[src/rtl/fetch_decode_queue.sv]
// Fetch-to-decode instruction queue: buffers instr/PC/PC+4, shows a NOP bubble when empty, flushes on redirect.
// Optional macro FDQ_PERF_CNT_EN adds saturating stall_cycles and flush_drops counters.
module fetch_decode_queue #(
   parameter int                    DATA_WIDTH = 32,
   parameter int                    DEPTH      = 2,
   parameter logic [DATA_WIDTH-1:0] NOP_INSTR  = DATA_WIDTH'(32'h00000013)
) (
   input  logic                    clk,
   input  logic                    reset,
   input  logic                    enq_valid,
   input  logic [DATA_WIDTH-1:0]   instrF,
   input  logic [DATA_WIDTH-1:0]   PCF,
   input  logic [DATA_WIDTH-1:0]   PCPlus4F,
   output logic                    enq_ready,
   input  logic                    deq_ready,
   input  logic                    flush,
   output logic                    validD,
   output logic [DATA_WIDTH-1:0]   instrD,
   output logic [DATA_WIDTH-1:0]   PCD,
   output logic [DATA_WIDTH-1:0]   PCPlus4D,
   output logic [$clog2(DEPTH):0]  count
`ifdef FDQ_PERF_CNT_EN
   ,
   output logic [31:0]             stall_cycles,
   output logic [31:0]             flush_drops
`endif
);

   localparam int            PW   = $clog2(DEPTH);
   localparam int            CW   = PW + 1;
   localparam logic [CW-1:0] FULL = CW'(DEPTH);

   logic [DATA_WIDTH-1:0] instr_q [DEPTH];
   logic [DATA_WIDTH-1:0] pc_q    [DEPTH];
   logic [DATA_WIDTH-1:0] pc4_q   [DEPTH];
   logic [PW-1:0]         rd_ptr;
   logic [PW-1:0]         wr_ptr;
   logic                  enq;
   logic                  deq;

   // Ready depends only on registered occupancy, so decode stalls never reach fetch combinationally.
   assign enq_ready = (count != FULL);
   assign validD    = (count != '0);
   assign enq       = enq_valid && enq_ready && !flush;
   assign deq       = deq_ready && validD && !flush;

   always_ff @(posedge clk) begin
      if (enq) begin
         instr_q[wr_ptr] <= instrF;
         pc_q[wr_ptr]    <= PCF;
         pc4_q[wr_ptr]   <= PCPlus4F;
      end
   end

   always_ff @(posedge clk) begin
      if (reset || flush) begin
         rd_ptr <= '0;
         wr_ptr <= '0;
         count  <= '0;
      end else begin
         if (enq) begin
            wr_ptr <= wr_ptr + 1'b1;
         end
         if (deq) begin
            rd_ptr <= rd_ptr + 1'b1;
         end
         case ({enq, deq})
            2'b10:   count <= count + 1'b1;
            2'b01:   count <= count - 1'b1;
            default: count <= count;
         endcase
      end
   end

   always_comb begin
      instrD   = NOP_INSTR;
      PCD      = '0;
      PCPlus4D = '0;
      if (validD) begin
         instrD   = instr_q[rd_ptr];
         PCD      = pc_q[rd_ptr];
         PCPlus4D = pc4_q[rd_ptr];
      end
   end

`ifdef FDQ_PERF_CNT_EN
   logic [32:0] drop_sum;

   // Entries lost on a flush: everything buffered plus whatever fetch offered that cycle.
   assign drop_sum = {1'b0, flush_drops} + 33'(count) + 33'(enq_valid);

   always_ff @(posedge clk) begin
      if (reset) begin
         stall_cycles <= '0;
         flush_drops  <= '0;
      end else begin
         if (enq_valid && !enq_ready && !flush && (stall_cycles != '1)) begin
            stall_cycles <= stall_cycles + 32'd1;
         end
         if (flush) begin
            flush_drops <= drop_sum[32] ? '1 : drop_sum[31:0];
         end
      end
   end
`endif

endmodule

[config.mk]
export PLATFORM = sky130hd
export DESIGN_NAME = fetch_decode_queue
export DESIGN_NICKNAME = d
export VERILOG_FILES = /design/src/rtl/fetch_decode_queue.sv
export SDC_FILE = /design/constraint.sdc
export NUM_CORES = 1
export LEC_CHECK = 0
export ABC_AREA = 1
export CORE_MARGIN = 8
export CORE_UTILIZATION = 48
export CTS_BUF_LIST = sky130_fd_sc_hd__clkbuf_16
export DETAILED_ROUTE_END_ITERATION = 7
export GPL_ROUTABILITY_DRIVEN = 0
export PLACE_DENSITY = 0.79
export SETUP_SLACK_MARGIN = 0.2
export SLEW_MARGIN = 20
export SYNTH_ARGS = -nofsm -noshare
export SYNTH_HDL_FRONTEND = slang
export SYNTH_SLANG_ARGS = --single-unit
[constraint.sdc]
create_clock -name clk -period 7.8 [get_ports clk]
set_input_delay 2.34 -clock clk [delete_from_list [all_inputs] [get_ports clk]]
set_output_delay 2.34 -clock clk [all_outputs]
set_load 0.03 [all_outputs]
==> results of run 1 <==
worst max-delay path: cells and delay by family, from the launching register on:
family,cells,cell delay (ps)
buffers and inverters,2,1300
AO/OA/AOI/OAI,1,120
AND/OR/NAND/NOR,1,230
flip-flops,1,980
flip-flops by register name (all words and copies together), names as in the netlist, named ones only:
| register | cells |
|---|---|
| count | 2 |
| instr_q | 64 |
| pc4_q | 64 |
| pc_q | 64 |
| rd_ptr | 1 |
| wr_ptr | 1 |
logic make-up after synthesis:
group | after synthesis
adder cells (fa/ha/maj) | 1
flip-flops | 197
AND/OR/NAND/NOR | 219
AO/OA/AOI/OAI | 97
buffers and inverters | 38
cell type report:
class,instances,share of cell area (%)
inverter,7,0.310
timing repair buffer,204,20.2
sequential,197,58.2
tap,211,2.62
multi-input combinational,317,13.8
clock buffer,17,4.22
clock inverter,14,0.720
stage by stage:
| step | instances | hold WS [ps] | total power, mW | setup WS, ps | util (%) |
|---|---|---|---|---|---|
| final | 967 | 532 | 2.12 | 2400 | 66.1 |
| after global placement | 936 | 483 | 1.39 | 2790 | 62.8 |
| after floorplan | 552 | 465 | 1.30 | 651 | - |
| after global routing | 967 | 550 | 2.19 | 2090 | 66.1 |
| after CTS | 967 | 522 | 2.14 | 2260 | 66.1 |
| after detailed placement | 936 | 504 | 1.40 | 2750 | 62.8 |
per-layer routing:
metal | track usage, % | wire length, um | up-vias
li1 | - | - | 2322
met1 | 19.7 | 6590 | 2383
met2 | 29.4 | 8790 | 191
met3 | 5.20 | 1370 | 24
met4 | 6.05 | 273 | 0
met5 | 0 | 0 | -
cells in the mapped netlist (all sizes together):
master / number
a21oi: 96
edfxtp: 192
nand3: 5
nor2: 12
nand4: 1
o21ai: 1
dfxtp: 5
nand2: 201
buf: 31
inv: 7
ha: 1
cell usage in the layout, fill, tap and decap left out:
cell and n:
nand3_1 5, dfxtp_4 1, inv_1 7, nand2_2 7
inv_4 2, clkinv_1 5, clkdlybuf4s50_1 200, clkbuf_16 17
nor2_4 2, buf_4 4, nand4_1 1, nand2_1 194
clkinv_2 3, inv_6 1, edfxtp_1 192, o21ai_0 1
a21oi_2 7, nor2_1 10, ha_1 1, clkinvlp_4 3
a21oi_1 89, dfxtp_1 4
path summary, 6_finish.rpt:
path	slack [ps]	cells after the start	from	end
min reg2reg	530	2	rd_ptr	flip-flop
max	2400	4	flip-flop	PCPlus4D[21]
max reg2reg	5250	11	count[1]	count[1]
min	530	2	rd_ptr	flip-flop
report_power, final:
| part | leakage [nW] | switching, mW | internal, mW |
|---|---|---|---|
| clock network | 0.245 | 0.350 | 0.396 |
| registers | 1.80 | 0.00981 | 1.19 |
| logic | 1.40 | 0.0919 | 0.0815 |
| total | 3.45 | 0.452 | 1.67 |
==> flow_metrics.py, run 1 <==
metrics = {
    "placement": {
        "post-dp-hpwl_mm": 11.0,
        "dpl_cell_area_sq_um": 9580,
        "total_of_buffers_placed_on_input_and_output_ports": 200,
    },
    "flow_run": {
        "max-cap-violations": 0,
    },
    "synth": {
        "synth.yosys.seq_area_share_pct": 78.0,
        "yosys.area.top_type_share_pct": 76.7,
        "synth.top_cells.by_area": "edfxtp_1 77%, nand2_1 9.7%, a21oi_1 5.9%, buf_6 1.8%, dfxtp_1 1.3%",
        "synth_warnings": 0,
        "postSynthCellCount": 552,
        "syn_nets": 654,
        "combinational_family_with_the_most_area_after_synthesis": "simple AND/OR/NAND/NOR gates",
        "yosys_register_bits": 197,
        "post_synth_adder_cell_area_pct": 0.166,
        "post_synth_xor_area_fraction_pct": 0,
        "synth-compound-area-share_pct": 6.81,
        "leading_area_contributor_after_synthesis": "edfxtp_1",
        "synth.lib_cells_used.distinct": 17,
        "netlist_area_sq_um": 7520,
        "avgSynthCellArea_sq_um": 13.6,
        "synthMuxAreaShare_pct": 0,
        "yosys.area_share.simple_pct": 11.3,
    },
    "worst_setup_path": {
        "max_stage_delay_ps": 980,
        "worstPathMaxFanout": 97,
        "critPathCaptureType": "primary output",
        "critical_path.cell_chain": "inv_4 -> nand2_1 -> a21oi_1 -> clkdlybuf4s50_1",
        "crit_required_ps": 5460,
        "crit_path_arrival_time_ps": 3060,
        "critical_setup_path_kind": "flip-flop to primary output",
        "critical-path-slowest-cell": "dfxtp_4",
        "startpoint_type": "flip-flop",
    },
    "final_layout": {
        "post-route-cell-area_sq_um": 10100,
        "finish.net_count": 846,
        "fillCellCount": 1144,
        "regArea_sq_um": 5870,
        "area_of_combinational_cells_with_multiple_inputs_sq_um": 1390,
        "area.growth.synth_to_final_pct": 34.1,
        "drive_gt1_share_pct": 6.22,
        "insertedDiodeCount": 0,
    },
    "sta": {
        "min_period_over_period_pct": 69.3,
        "maxSlewViolCount": 0,
        "setup_viol_count_final": 0,
        "slew_headroom_pct": 29.5,
        "endpoints_failing_hold": 0,
        "fmax_mhz": 185,
        "skew_ps": 10.9,
        "worst-slew-pin-transition_ps": 1060,
        "final.setup.tns_ps": 0,
        "rsz0062_at_grt": "no",
        "final_period_minus_worst_setup_slack_ps": 5400,
    },
    "routing": {
        "drt-initial-drc-count": 395,
        "wl_mm": 17.0,
        "wl_per_cell_um": 17.6,
        "dr.pass1.iters": 4,
        "postRouteAntennaNets": 0,
        "route.detailed.vias_per_inst": 5.09,
        "total_via_count_in_the_routed_design": 4920,
        "remaining_drc_errors": 0,
    },
    "floorplan": {
        "die_h_um": 141,
        "die-area_sq_um": 19900,
        "rows": 45,
        "core_area_sq_um": 15300,
        "i_o_pin_cnt": 201,
        "die_w_um": 141,
        "initial_cell_density_of_the_core_pct": 49.3,
    },
    "global_route": {
        "grt_util_all_layers_pct": 17.0,
        "grt_max_degree": 98,
        "first_global_vias": 5104,
        "grt_first_pass_wirelength_mm": 26.3,
        "overflow": 0,
        "number_of_antenna_violations_at_the_first_check_in_global_routing": 0,
    },
    "cts": {
        "clk_latency_ps": 420,
        "cts-root-buf": "clkbuf_16",
        "post_cts_resize_count": 0,
        "cts_setup_buffers": 0,
        "cts_tree": "done",
        "tritoncts_num_sinks": 197,
        "clk_pin_slew_ps": 70,
        "ctsHoldBuffers": 0,
        "cts-htree-levels": 4,
        "cts.path.max_buffers": 2,
        "cts_inserted_buffers": 17,
    },
    "power": {
        "power.density_cell_area_nw_per_um2": 211,
        "power.leakage_nw": 3.45,
        "irDropWorstVdd_uv": 127,
    },
    "min_path": {
        "min_path_type": "flip-flop to flip-flop",
    },
    "status": {
        "status": "finished clean",
    },
}
(Power assumes the default switching activity.)
==> run 2, diff against run 1 <==
- CORE_UTILIZATION: 48 -> 44
- PLACE_DENSITY: 0.79 -> 0.77
- clock period: 7.8 -> 4.78 ns (I/O delays scaled with it)
==> run 2 against run 1 <==
Effect of this change: sequential share of layout area down 0.82 points; clock-buffer cell count stayed put; sequential cell count unchanged; global-route usage down 0.57 points; highest routed layer unchanged.
==> flow_metrics.py, run 2 (synthesis results as in run 1) <==
metrics = {
    "status": {
        "status": "finished clean",
    },
    "sta": {
        "min_period_over_period_pct": 88.3,
        "timing.final.ws_setup_ps": 557,
        "slew_headroom_pct": 49.3,
        "skew_ps": 9.38,
        "rsz0062_at_grt": "no",
        "maxSlewViolCount": 0,
        "worst-slew-pin-transition_ps": 761,
        "final_period_minus_worst_setup_slack_ps": 4220,
        "endpoints_failing_hold": 0,
        "setup_viol_count_final": 0,
        "final.setup.tns_ps": 0,
        "fmax_mhz": 237,
    },
    "cts": {
        "post_cts_resize_count": 0,
        "clk_pin_slew_ps": 60,
        "cts-htree-levels": 4,
        "ctsHoldBuffers": 0,
        "tritoncts_num_sinks": 197,
        "cts-root-buf": "clkbuf_16",
        "cts_setup_buffers": 0,
        "cts.path.max_buffers": 2,
        "clk_latency_ps": 420,
        "cts_inserted_buffers": 17,
        "cts_tree": "done",
    },
    "floorplan": {
        "die-area_sq_um": 21500,
        "rows": 47,
        "i_o_pin_cnt": 201,
        "die_w_um": 147,
        "die_h_um": 147,
        "initial_cell_density_of_the_core_pct": 45.2,
        "core_area_sq_um": 16600,
    },
    "final_layout": {
        "drive_gt1_share_pct": 7.25,
        "post-route-cell-area_sq_um": 10200,
        "regArea_sq_um": 5870,
        "final_cell_mix": "200 x clkdlybuf4s50_1, 194 x nand2_1, 192 x edfxtp_1",
        "area_of_combinational_cells_with_multiple_inputs_sq_um": 1390,
        "area.growth.synth_to_final_pct": 36.0,
        "layout_commonest_cell": "clkdlybuf4s50_1",
        "finish.net_count": 849,
        "reg.largest.list": "instr_q (64), pc4_q (64), pc_q (64)",
        "fillCellCount": 1247,
        "insertedDiodeCount": 0,
    },
    "worst_setup_path": {
        "critical-path-slowest-cell": "clkdlybuf4s50_1",
        "critical_setup_path_kind": "flip-flop to primary output",
        "critical_path.cell_chain": "inv_4 -> buf_12 -> nand2_1 -> a21oi_1 -> clkdlybuf4s50_1",
        "critPathCaptureType": "primary output",
        "startpoint_type": "flip-flop",
        "crit_required_ps": 3350,
        "worstPathMaxFanout": 53,
        "crit_path_arrival_time_ps": 2790,
        "max_stage_delay_ps": 720,
    },
    "routing": {
        "wl_mm": 17.7,
        "route.detailed.vias_per_inst": 5.05,
        "wl_per_cell_um": 18.1,
        "remaining_drc_errors": 0,
        "total_via_count_in_the_routed_design": 4948,
        "dr.pass1.iters": 4,
        "drt-initial-drc-count": 347,
        "postRouteAntennaNets": 0,
    },
    "placement": {
        "total_of_buffers_placed_on_input_and_output_ports": 200,
        "post-dp-hpwl_mm": 11.7,
        "dpl_cell_area_sq_um": 9640,
        "dp_worst_setup_slack_ps": 965,
    },
    "global_route": {
        "first_global_vias": 5246,
        "grt_util_all_layers_pct": 16.5,
        "number_of_antenna_violations_at_the_first_check_in_global_routing": 0,
        "grt_max_degree": 58,
        "grt_first_pass_wirelength_mm": 27.6,
        "overflow": 0,
    },
    "power": {
        "power.density_cell_area_nw_per_um2": 358,
        "power.leakage_nw": 3.52,
        "irDropWorstVdd_uv": 216,
    },
    "min_path": {
        "min_path_type": "flip-flop to flip-flop",
    },
    "flow_run": {
        "max-cap-violations": 0,
    },
}
==> run 2: cell types whose count changed in the layout (fill, tap and decap cells not counted), sizes merged <==
cell	change
buf	+3
bufinv	+3
clkinvlp	-3
==> run 2: per-layer routing <==
layer  global-route usage [%]  vias up  wire length, um
met3                     6.17       26             1510
met5                        0        -                0
met2                     28.5      205             9030
met4                     5.87        0              284
li1                         -     2333                -
met1                     18.2     2384             6850
==> run 2: path summary, 6_finish.rpt <==
check	cells past startpoint	to	from	slack, ps
max	5	PCPlus4D[22]	flip-flop	560
min	2	flip-flop	rd_ptr	540
max reg2reg	5	instr_q[1][16]	count[0]	2600
min reg2reg	2	flip-flop	rd_ptr	540
==> run 2: stage by stage <==
step	power (mW)	util (%)	hold slack (ps)	cells
6_report	3.66	61.4	541	979
5_1_grt	3.77	61.4	550	979
3_5_place_dp	2.29	57.9	507	948
3_3_place_gp	2.28	57.9	477	948
4_1_cts	3.69	61.4	540	979
2_1_floorplan	2.12	-	465	552
==> run 2: layout make-up <==
cell class	instances	area share (%)
Clock inverter	14	1.54
Multi-Input combinational cell	317	13.6
Timing Repair Buffer	207	20.3
Inverter	7	0.306
Clock buffer	17	4.16
Tap cell	220	2.69
Sequential cell	197	57.4
==> run 2: report_power, final <==
group          switching [mW]  internal, mW  leakage, nW  total (mW)
sequential             0.0144          1.95         1.80        1.96
clock                   0.596         0.817        0.292        1.41
combinational           0.153         0.134         1.42       0.286
==> run 2: critical path, delay by kind of cell (launching register included) <==
kind	cells	cell delay, ps
buffers and inverters	3	1490
DFF	1	510
AOI/OAI and AO/OA	1	210
and+or+nand+nor	1	80
==> run 3, diff against run 2 <==
- CAP_MARGIN: default -> 0
==> results of run 3 <==
Final layout, timing and power as in run 2 (identical DEF).
